`src/rtl/vga_sync_decoder.sv`:
```
`default_nettype none
// ----------------------------------------------------------------------------
// vga_sync_decoder : monochrome VGA receiver - coordinate recovery, timing check, lock
// Rev 1.0
// ----------------------------------------------------------------------------
module vga_sync_decoder #(
  parameter int   H_ACTIVE    = 640,
  parameter int   H_FP        = 24,
  parameter int   H_SYNC      = 40,
  parameter int   H_BP        = 128,
  parameter int   V_ACTIVE    = 480,
  parameter int   V_FP        = 9,
  parameter int   V_SYNC      = 3,
  parameter int   V_BP        = 28,
  parameter logic SYNC_POL    = 1'b0,
  parameter int   LOCK_FRAMES = 2
) (
  input  logic       video_clk,
  input  logic       reset,
  input  logic       hsync_in,
  input  logic       vsync_in,
  input  logic       pixel_in,
  output logic [9:0] x_pos,
  output logic [9:0] y_pos,
  output logic       pixel_out,
  output logic       pixel_valid,
  output logic       frame_start,
  output logic       locked,
  output logic [7:0] err_count
);

  localparam int c_h_total = H_ACTIVE + H_FP + H_SYNC + H_BP;
  localparam int c_v_total = V_ACTIVE + V_FP + V_SYNC + V_BP;
  localparam logic [9:0] c_h_last   = 10'(c_h_total - 1);
  localparam logic [9:0] c_v_last   = 10'(c_v_total - 1);
  localparam logic [9:0] c_h_act_lo = 10'(H_SYNC + H_BP);
  localparam logic [9:0] c_h_act_hi = 10'(H_SYNC + H_BP + H_ACTIVE - 1);
  localparam logic [9:0] c_v_act_lo = 10'(V_SYNC + V_BP);
  localparam logic [9:0] c_v_act_hi = 10'(V_SYNC + V_BP + V_ACTIVE - 1);
  localparam int c_wd_w   = $clog2(2 * c_h_total + 1);
  localparam logic [c_wd_w-1:0] c_wd_one = c_wd_w'(1);
  localparam logic [c_wd_w-1:0] c_los_cnt = c_wd_w'(2 * c_h_total);
  localparam logic [c_wd_w-1:0] c_los_pre = c_wd_w'(2 * c_h_total - 1);
  localparam int c_good_w = $clog2(LOCK_FRAMES + 1);
  localparam logic [c_good_w-1:0] c_good_one   = c_good_w'(1);
  localparam logic [c_good_w-1:0] c_lock_frames = c_good_w'(LOCK_FRAMES);
  localparam logic c_sync_idle = ~SYNC_POL;

  typedef enum logic [1:0] {
    ST_UNLOCKED = 2'd0,
    ST_ACQUIRE  = 2'd1,
    ST_LOCKED   = 2'd2
  } state_t;

  logic [1:0]        r_hs_sync, r_vs_sync, r_px_sync;
  logic              r_hs_prev, r_vs_prev;
  logic              w_hs_act, w_vs_act, w_hs_edge, w_vs_edge;
  logic [9:0]        r_hcnt, r_vcnt, w_hcnt_nxt, w_vcnt_nxt;
  logic [c_wd_w-1:0] r_wd, w_wd_nxt;
  logic              r_vs_pending, r_first_done, r_err_seen;
  logic              w_boundary, w_h_err, w_v_err, w_los_err, w_any_err;
  logic              w_h_win, w_v_win, w_valid_nxt;
  state_t            r_state, w_state_nxt;
  logic [c_good_w-1:0] r_good, w_good_nxt;

  assign w_hs_act  = (r_hs_sync[1] == SYNC_POL);
  assign w_vs_act  = (r_vs_sync[1] == SYNC_POL);
  assign w_hs_edge = w_hs_act & ~r_hs_prev;
  assign w_vs_edge = w_vs_act & ~r_vs_prev;

  always_ff @(posedge video_clk) begin
    if (reset) begin
      r_hs_sync <= {2{c_sync_idle}};
      r_vs_sync <= {2{c_sync_idle}};
      r_px_sync <= 2'b00;
      r_hs_prev <= 1'b0;
      r_vs_prev <= 1'b0;
    end else begin
      r_hs_sync <= {r_hs_sync[0], hsync_in};
      r_vs_sync <= {r_vs_sync[0], vsync_in};
      r_px_sync <= {r_px_sync[0], pixel_in};
      r_hs_prev <= w_hs_act;
      r_vs_prev <= w_vs_act;
    end
  end

  assign w_boundary = w_hs_edge & (r_vs_pending | w_vs_edge);
  assign w_h_err    = w_hs_edge & (r_hcnt != c_h_last);
  assign w_v_err    = w_boundary & r_first_done & (r_vcnt != c_v_last);
  assign w_los_err  = ~w_hs_edge & (r_wd == c_los_pre);
  assign w_any_err  = w_h_err | w_v_err | w_los_err;

  assign w_hcnt_nxt = w_hs_edge ? 10'd0 : r_hcnt + 10'd1;
  assign w_vcnt_nxt = w_boundary ? 10'd0 : (w_hs_edge ? r_vcnt + 10'd1 : r_vcnt);
  // Watchdog parks at the loss threshold so a single outage reports once
  assign w_wd_nxt   = w_hs_edge ? '0 : ((r_wd == c_los_cnt) ? r_wd : r_wd + c_wd_one);

  always_comb begin
    w_state_nxt = r_state;
    w_good_nxt  = r_good;
    case (r_state)
      ST_UNLOCKED: begin
        if (w_boundary) begin
          w_state_nxt = ST_ACQUIRE;
          w_good_nxt  = '0;
        end
      end
      ST_ACQUIRE: begin
        if (w_los_err) begin
          w_state_nxt = ST_UNLOCKED;
          w_good_nxt  = '0;
        end else if (w_boundary) begin
          if (r_err_seen | w_any_err) begin
            w_good_nxt = '0;
          end else if (r_good + c_good_one == c_lock_frames) begin
            w_state_nxt = ST_LOCKED;
            w_good_nxt  = '0;
          end else begin
            w_good_nxt = r_good + c_good_one;
          end
        end
      end
      ST_LOCKED: begin
        if (w_any_err) w_state_nxt = ST_UNLOCKED;
      end
      default: w_state_nxt = ST_UNLOCKED;
    endcase
  end

  // Window decode uses next-state counters so the registered coordinates
  // line up with the pixel leaving the synchronizer in the same cycle.
  assign w_h_win     = (w_hcnt_nxt >= c_h_act_lo) && (w_hcnt_nxt <= c_h_act_hi);
  assign w_v_win     = (w_vcnt_nxt >= c_v_act_lo) && (w_vcnt_nxt <= c_v_act_hi);
  assign w_valid_nxt = (w_state_nxt == ST_LOCKED) && w_h_win && w_v_win;

  always_ff @(posedge video_clk) begin
    if (reset) begin
      r_hcnt       <= '0;
      r_vcnt       <= '0;
      r_wd         <= '0;
      r_vs_pending <= 1'b0;
      r_first_done <= 1'b0;
      r_err_seen   <= 1'b0;
      r_state      <= ST_UNLOCKED;
      r_good       <= '0;
      err_count    <= 8'd0;
      x_pos        <= 10'd0;
      y_pos        <= 10'd0;
      pixel_out    <= 1'b0;
      pixel_valid  <= 1'b0;
      frame_start  <= 1'b0;
    end else begin
      r_hcnt       <= w_hcnt_nxt;
      r_vcnt       <= w_vcnt_nxt;
      r_wd         <= w_wd_nxt;
      r_vs_pending <= w_boundary ? 1'b0 : (r_vs_pending | w_vs_edge);
      r_first_done <= r_first_done | w_boundary;
      r_err_seen   <= (w_boundary || r_state == ST_UNLOCKED) ? 1'b0 : (r_err_seen | w_any_err);
      r_state      <= w_state_nxt;
      r_good       <= w_good_nxt;
      if (w_any_err && r_state != ST_UNLOCKED && err_count != 8'hFF)
        err_count <= err_count + 8'd1;
      x_pos        <= w_valid_nxt ? w_hcnt_nxt - c_h_act_lo : 10'd0;
      y_pos        <= w_valid_nxt ? w_vcnt_nxt - c_v_act_lo : 10'd0;
      pixel_out    <= r_px_sync[1];
      pixel_valid  <= w_valid_nxt;
      frame_start  <= w_boundary && (w_state_nxt == ST_LOCKED);
    end
  end

  assign locked = (r_state == ST_LOCKED);

endmodule
`default_nettype wire

```
`config.mk`:
```
export PLATFORM = sky130hd
export DESIGN_NAME = vga_sync_decoder
export DESIGN_NICKNAME = d
export VERILOG_FILES = /design/src/rtl/vga_sync_decoder.sv
export SDC_FILE = /design/constraint.sdc
export NUM_CORES = 1
export LEC_CHECK = 0
export CAP_MARGIN = 20
export CORE_UTILIZATION = 40
export CTS_CLUSTER_SIZE = 10
export DETAILED_ROUTE_END_ITERATION = 10
export GPL_ROUTABILITY_DRIVEN = 0
export PLACE_DENSITY = 0.7
export SYNTH_ARGS = -nofsm -noshare
export SYNTH_HDL_FRONTEND = slang
export SYNTH_SLANG_ARGS = --single-unit
```
`constraint.sdc`:
```
create_clock -name video_clk -period 2.9 [get_ports video_clk]
set_input_delay 0.58 -clock video_clk [delete_from_list [all_inputs] [get_ports video_clk]]
set_output_delay 0.58 -clock video_clk [all_outputs]
set_load 0.02 [all_outputs]
```
### Word level (Yosys, flattened, before mapping)

Index checks and enable logic that the tools add are counted.

| cells by class | value |
|---|---|
| add/subtract/negate cells | 7 |
| reduce and logical (&&, ||, !) cells | 16 |
| magnitude comparators | 4 |
| multiplexer cells | 16 |
| eq/ne operators | 11 |
| bitwise gates (word level) | 18 |

Operators with widths:

| cell | number |
|---|---|
| 10-bit two-way mux | 3 |
| 11-bit == test, second input constant | 2 |
| 2-bit two-way mux | 11 |
| 10-bit by 1-bit adder with 10-bit output, second input constant | 2 |
| 10-bit inequality test, second input constant | 2 |
| 11-bit by 1-bit adder with 11-bit output, second input constant | 1 |
| 10-bit by 5-bit greater-or-equal comparator with 1-bit output, second input constant | 1 |
| 10-bit by 8-bit greater-or-equal comparator with 1-bit output, second input constant | 1 |
| 10-bit less-or-equal comparator, second input constant | 1 |
| 10-bit by 9-bit less-or-equal comparator with 1-bit output, second input constant | 1 |
| 10-bit by 5-bit subtractor with 10-bit output, second input constant | 1 |
| 10-bit by 8-bit subtractor with 10-bit output, second input constant | 1 |
| 8-bit by 1-bit adder with 8-bit output, second input constant | 1 |
| 8-bit inequality test, second input constant | 1 |
| 2-bit OR reduction | 4 |
| 1-bit AND | 7 |
| 1-bit logical AND | 7 |
| 2-bit == test, second input constant | 3 |
| 1-bit inverter | 6 |
| 2-bit case mux with 3 select lines | 1 |
| 1-bit OR | 5 |
| 2-bit case mux with 2 select lines | 1 |
| 2-bit nonzero test | 2 |
| 3-bit inequality test, second input constant | 1 |
| 6 further kinds | 6 |

| storage, ports and cells | value |
|---|---|
| register bits after elaboration | 77 |
| word-level logic and storage cells | 91 |
| input bits | 5 |
| output and inout port bits | 32 |

### Logic depth before layout (Yosys ltp)

| logic depth | value |
|---|---|
| word-level depth | 18 |
| gate-level depth with buffers | 13 |
| mapped depth without buffers | 10 |

### Worst setup path before layout

OpenSTA, ideal clock, no wires.

| timing path | value |
|---|---|
| path kind | register -> register |
| from | register r_hcnt[0] |
| to | register y_pos[9] |
| clock period less this slack | 2.393 ns |
| path buffers | 3 |
| cell stages (with the launch flop) | 12 |
| arrival | 2.307 ns |
| slack | 0.507 ns |
| library setup time | 0.087 ns |
| data required time | 2.813 ns |
| cell sequence | dfxtp_1 -> ha_1 -> buf_2 -> and3_1 -> clkbuf_1 -> a31oi_1 -> o221ai_1 -> or3_1 -> a211oi_2 -> o21ai_1 -> buf_6 -> nor4b_4 |

| on the way | value |
|---|---|
| longest elaborated chain between the ends | 14 |
| elaborated cells on any way between the ends | 20 |
| classes of those cells | add/sub (1); order compare (2); eq/ne (2); mux (6); bitwise (5); reduce/logical (4) |

Ends and longest elaborated chain:

| item | line | source |
|---|---|---|
| from (decl) | 58 | `logic [9:0] r_hcnt, r_vcnt, w_hcnt_nxt, w_vcnt_nxt;` |
| from (signal assigned) | 153 | `r_hcnt <= w_hcnt_nxt;` |
| parallel branches: the longest is 10 deep, another holds 10-bit by 1-bit adder with 10-bit output | - |  |
| 1-bit logical AND (*) (2 in a row) | 134 | `assign w_valid_nxt = (w_state_nxt == ST_LOCKED) && w_h_win && w_v_win;` |
| 1-bit inverter (no line) (*) | - |  |
| 2-bit OR reduction (no line) (*) | - |  |
| to (signal assigned) | 164 | `y_pos <= w_valid_nxt ? w_vcnt_nxt - c_v_act_lo : 10'd0;` |
| to (decl) | 24 | `output logic [9:0] y_pos,` |

Mark *: on every way between the ends.
A chain may end at the register's enable or synchronous reset.

### Final worst setup path

| timing path | value |
|---|---|
| from | register r_vcnt[0] |
| to | register y_pos[9] |

| on the way | value |
|---|---|
| longest elaborated chain between the ends | 14 |
| elaborated cells on any way between the ends | 22 |
| classes of those cells | add/sub (2); order compare (2); eq/ne (2); mux (7); bitwise (5); reduce/logical (4) |

Ends and longest elaborated chain:

| item | line | source |
|---|---|---|
| from (decl) | 58 |  |
| from (signal assigned) | 154 | `r_vcnt <= w_vcnt_nxt;` |
| parallel branches: the longest is 14 deep, another holds 10-bit by 1-bit adder with 10-bit output | - |  |

Several ways; the timed one is not identified.

==> impl_metrics.py <==
metrics = {
    "status": {
        "status": "completed",
    },
    "hold_path": {
        "hold_class": "flip-flop to flip-flop",
    },
    "synthesis": {
        "synth_flop_cell": "dfxtp_1",
        "seq_area_frac_synth_pct": 42.5,
        "ys_warn_count": 0,
        "synth_area_mm2": 0.00363,
        "syn_area_per_cell_um2": 8.66,
        "ys_async_sr_fraction_pct": 0,
        "syn_nets": 432,
        "syn_inst": 419,
        "synth_seq_cells": 77,
        "synth-edff-count": 0,
        "synth.distinct_cells": 58,
    },
    "placement": {
        "dp_hpwl_um": 5260,
        "numPortBuffers": 36,
    },
    "sta": {
        "fin_skew_ns": 0.00986,
        "max_freq_mhz": 376,
        "grt_setup_unrepaired": "no",
        "finalSetupViolations": 0,
        "holdWs_ns": 0.416,
        "final.setup.tns_ns": 0,
        "worst_slew_pin_slew_ns": 0.572,
        "hold_violations": 0,
        "max_slew_margin_pct": 61.8,
        "period_minus_slack_ns": 2.66,
        "period_share_pct": 91.8,
        "slew_viol_final": 0,
    },
    "floorplan": {
        "dieArea_mm2": 0.00945,
        "rows": 34,
        "core_area_mm2": 0.00876,
        "io-pin-count": 37,
        "initial_core_util_pct": 41.4,
        "fp.dieH_um": 97.2,
        "die_w_um": 97.2,
    },
    "finish": {
        "final_common_cell": "dfxtp_1",
        "drive_gt1_share_pct": 8.79,
        "antenna_cells": 0,
        "mostFrequentLayoutCells": "77 x dfxtp_1, 64 x nor2_1, 36 x clkdlybuf4s50_1, 31 x nand2_1, 22 x xor2_1",
        "post-route-util_pct": 48.9,
        "fin_nets": 463,
        "layout-area-overhead-vs-synth_pct": 18.1,
    },
    "worst_setup_path": {
        "crit_chain": "ha_1 > nand2_1 > or4_4 > xor2_1 > or2_1 > a31oi_2 > o21ai_1 > buf_4 > nor4b_4",
        "end_kind": "flip-flop",
        "worst_path_max_delay_cell": "or4_4",
        "crit_required_ns": 3.18,
        "crit_arrival_ns": 2.94,
        "critPathLaunchType": "flip-flop",
        "critical_path.max_stage_delay_ns": 0.52,
        "path_class": "flip-flop to flip-flop",
        "cp_max_fo": 11,
    },
    "grt": {
        "grt_pass1_wl_um": 12700,
        "grt_pass1_vias": 2759,
        "grt_max_degree": 31,
        "grtUsageMet1_pct": 21.5,
        "grt_util_met3_pct": 3.60,
        "grt_use_met2_pct": 25.8,
        "busiest_layer": "met2",
        "grtUsageTotal_pct": 16.6,
        "grt-ovfl-total": 0,
        "antenna_found_initial": 0,
    },
    "cts": {
        "clk_pin_slew_ns": 0.08,
        "insertion_delay_ns": 0.36,
        "cts_buffer_depth": 2,
        "cts_sinks": 77,
        "cts_buffers": 9,
        "ctsHoldBuffers": 0,
        "cts.htree.levels": 3,
        "cts-resized-gates": 0,
        "cts_tree": "done",
        "post_cts_buffers": 0,
        "root_buffer": "clkbuf_8",
    },
    "power_and_ir_drop": {
        "powerDensity_mw_per_mm2": 477,
        "p_leak_uw": 0.00157,
        "ir_drop_mv": 0.179,
    },
    "flow_run": {
        "max_cap_viol_count": 0,
    },
    "routing": {
        "drc": 0,
        "num_vias": 2917,
        "routedWlPerCell_um": 13.0,
        "antenna_left": 0,
        "via_per_inst": 5.18,
        "drt_wl_total_um": 7330,
        "first_pass_iters": 4,
        "drt_iter0_drc": 138,
    },
}
power by group:
| part | internal (µW) | switching (µW) | leakage, µW | total, µW |
|---|---|---|---|---|
| Combinational | 31.4 | 47.1 | 0.000840 | 78.5 |
| Sequential | 1070 | 13.5 | 0.000623 | 1080 |
| Clock | 485 | 397 | 0.000107 | 882 |
stage by stage:
| stage | setup slack, ns | total power [µW] | std cells | instance area, µm² |
|---|---|---|---|---|
| global route | 0.0755 | 2130 | 563 | 4280 |
| global placement | 0.372 | 1180 | 547 | 4070 |
| floorplan | 0.507 | 1160 | 419 | 3630 |
| finish | 0.237 | 2040 | 563 | 4280 |
| CTS | 0.259 | 2070 | 563 | 4280 |
| detailed placement | 0.281 | 1190 | 547 | 4070 |
metal layers:
layer  routed length (µm)  share of wire [%]  up-vias
met1                 3500                 48     1316
met4                  195                2.7        0
met3                  362                4.9       16
li1                     -                  -     1501
met5                    0                  0        -
met2                 3270                 45       84
state kept, by name (all words and copies together), names as in the netlist:
register and count:
err_count 8, r_vs_sync 2, r_wd 11, r_good 2
r_hs_prev 1, pixel_out 1, r_hs_sync 2, r_vs_prev 1
r_vs_pending 1, r_state 2, frame_start 1, r_px_sync 2
r_err_seen 1, r_vcnt 10, x_pos 10, r_hcnt 10
y_pos 10, pixel_valid 1, r_first_done 1
logic make-up after synthesis:
kind of cell | share of synthesized area [%]
flops | 42.5
xor+xnor | 10.4
fa+ha+maj | 2.76
buf+inv | 4.38
simple gates | 28.3
compound gates | 11.0
mux | 0.655
worst paths after layout:
path | start | end | slack [ns] | depth (start not counted)
setup / recovery | r_vcnt[0] | y_pos[9] | 0.24 | 9
hold / removal | r_vs_sync[0] | r_vs_sync[1] | 0.42 | 1
setup reg to reg | r_vcnt[0] | y_pos[9] | 0.24 | 9
hold reg to reg | r_vs_sync[0] | r_vs_sync[1] | 0.42 | 1
synth_stat cells (8+ instances only):
| master | n | area share, % |
|---|---|---|
| nand2b_1 | 8 | 1.4 |
| nor2b_1 | 10 | 1.7 |
| nand2_1 | 31 | 3.2 |
| o21ai_0 | 11 | 1.5 |
| dfxtp_1 | 77 | 42 |
| inv_1 | 10 | 1.0 |
| nor2_1 | 64 | 6.6 |
| a21oi_1 | 15 | 2.1 |
| ha_1 | 8 | 2.8 |
| xor2_1 | 22 | 5.3 |
| nand3_1 | 16 | 2.2 |
| clkbuf_1 | 13 | 1.3 |
| nor3_1 | 13 | 1.8 |
| buf_2 | 10 | 1.4 |
| xnor2_1 | 21 | 5.1 |
worst max-delay path, delay by kind of cell (launching register included):
family	cells	cell delay [ns]
AND/OR/NAND/NOR	4	1.11
XOR/XNOR	1	0.16
adder cells (fa/ha/maj)	1	0.42
flip-flops	1	0.45
buffers and inverters	1	0.18
AO/OA/AOI/OAI	2	0.26
area by class of cell:
type                       count  area (µm²)
fill                         821        4480
multi-input combinational    307        1930
sequential                    77        1540
timing repair buffer          45         428
tap                          108         135
clock buffer                  10         128
clock inverter                 6        86.3
inverter                      10        37.5
Power figures use the tool's default switching activity.
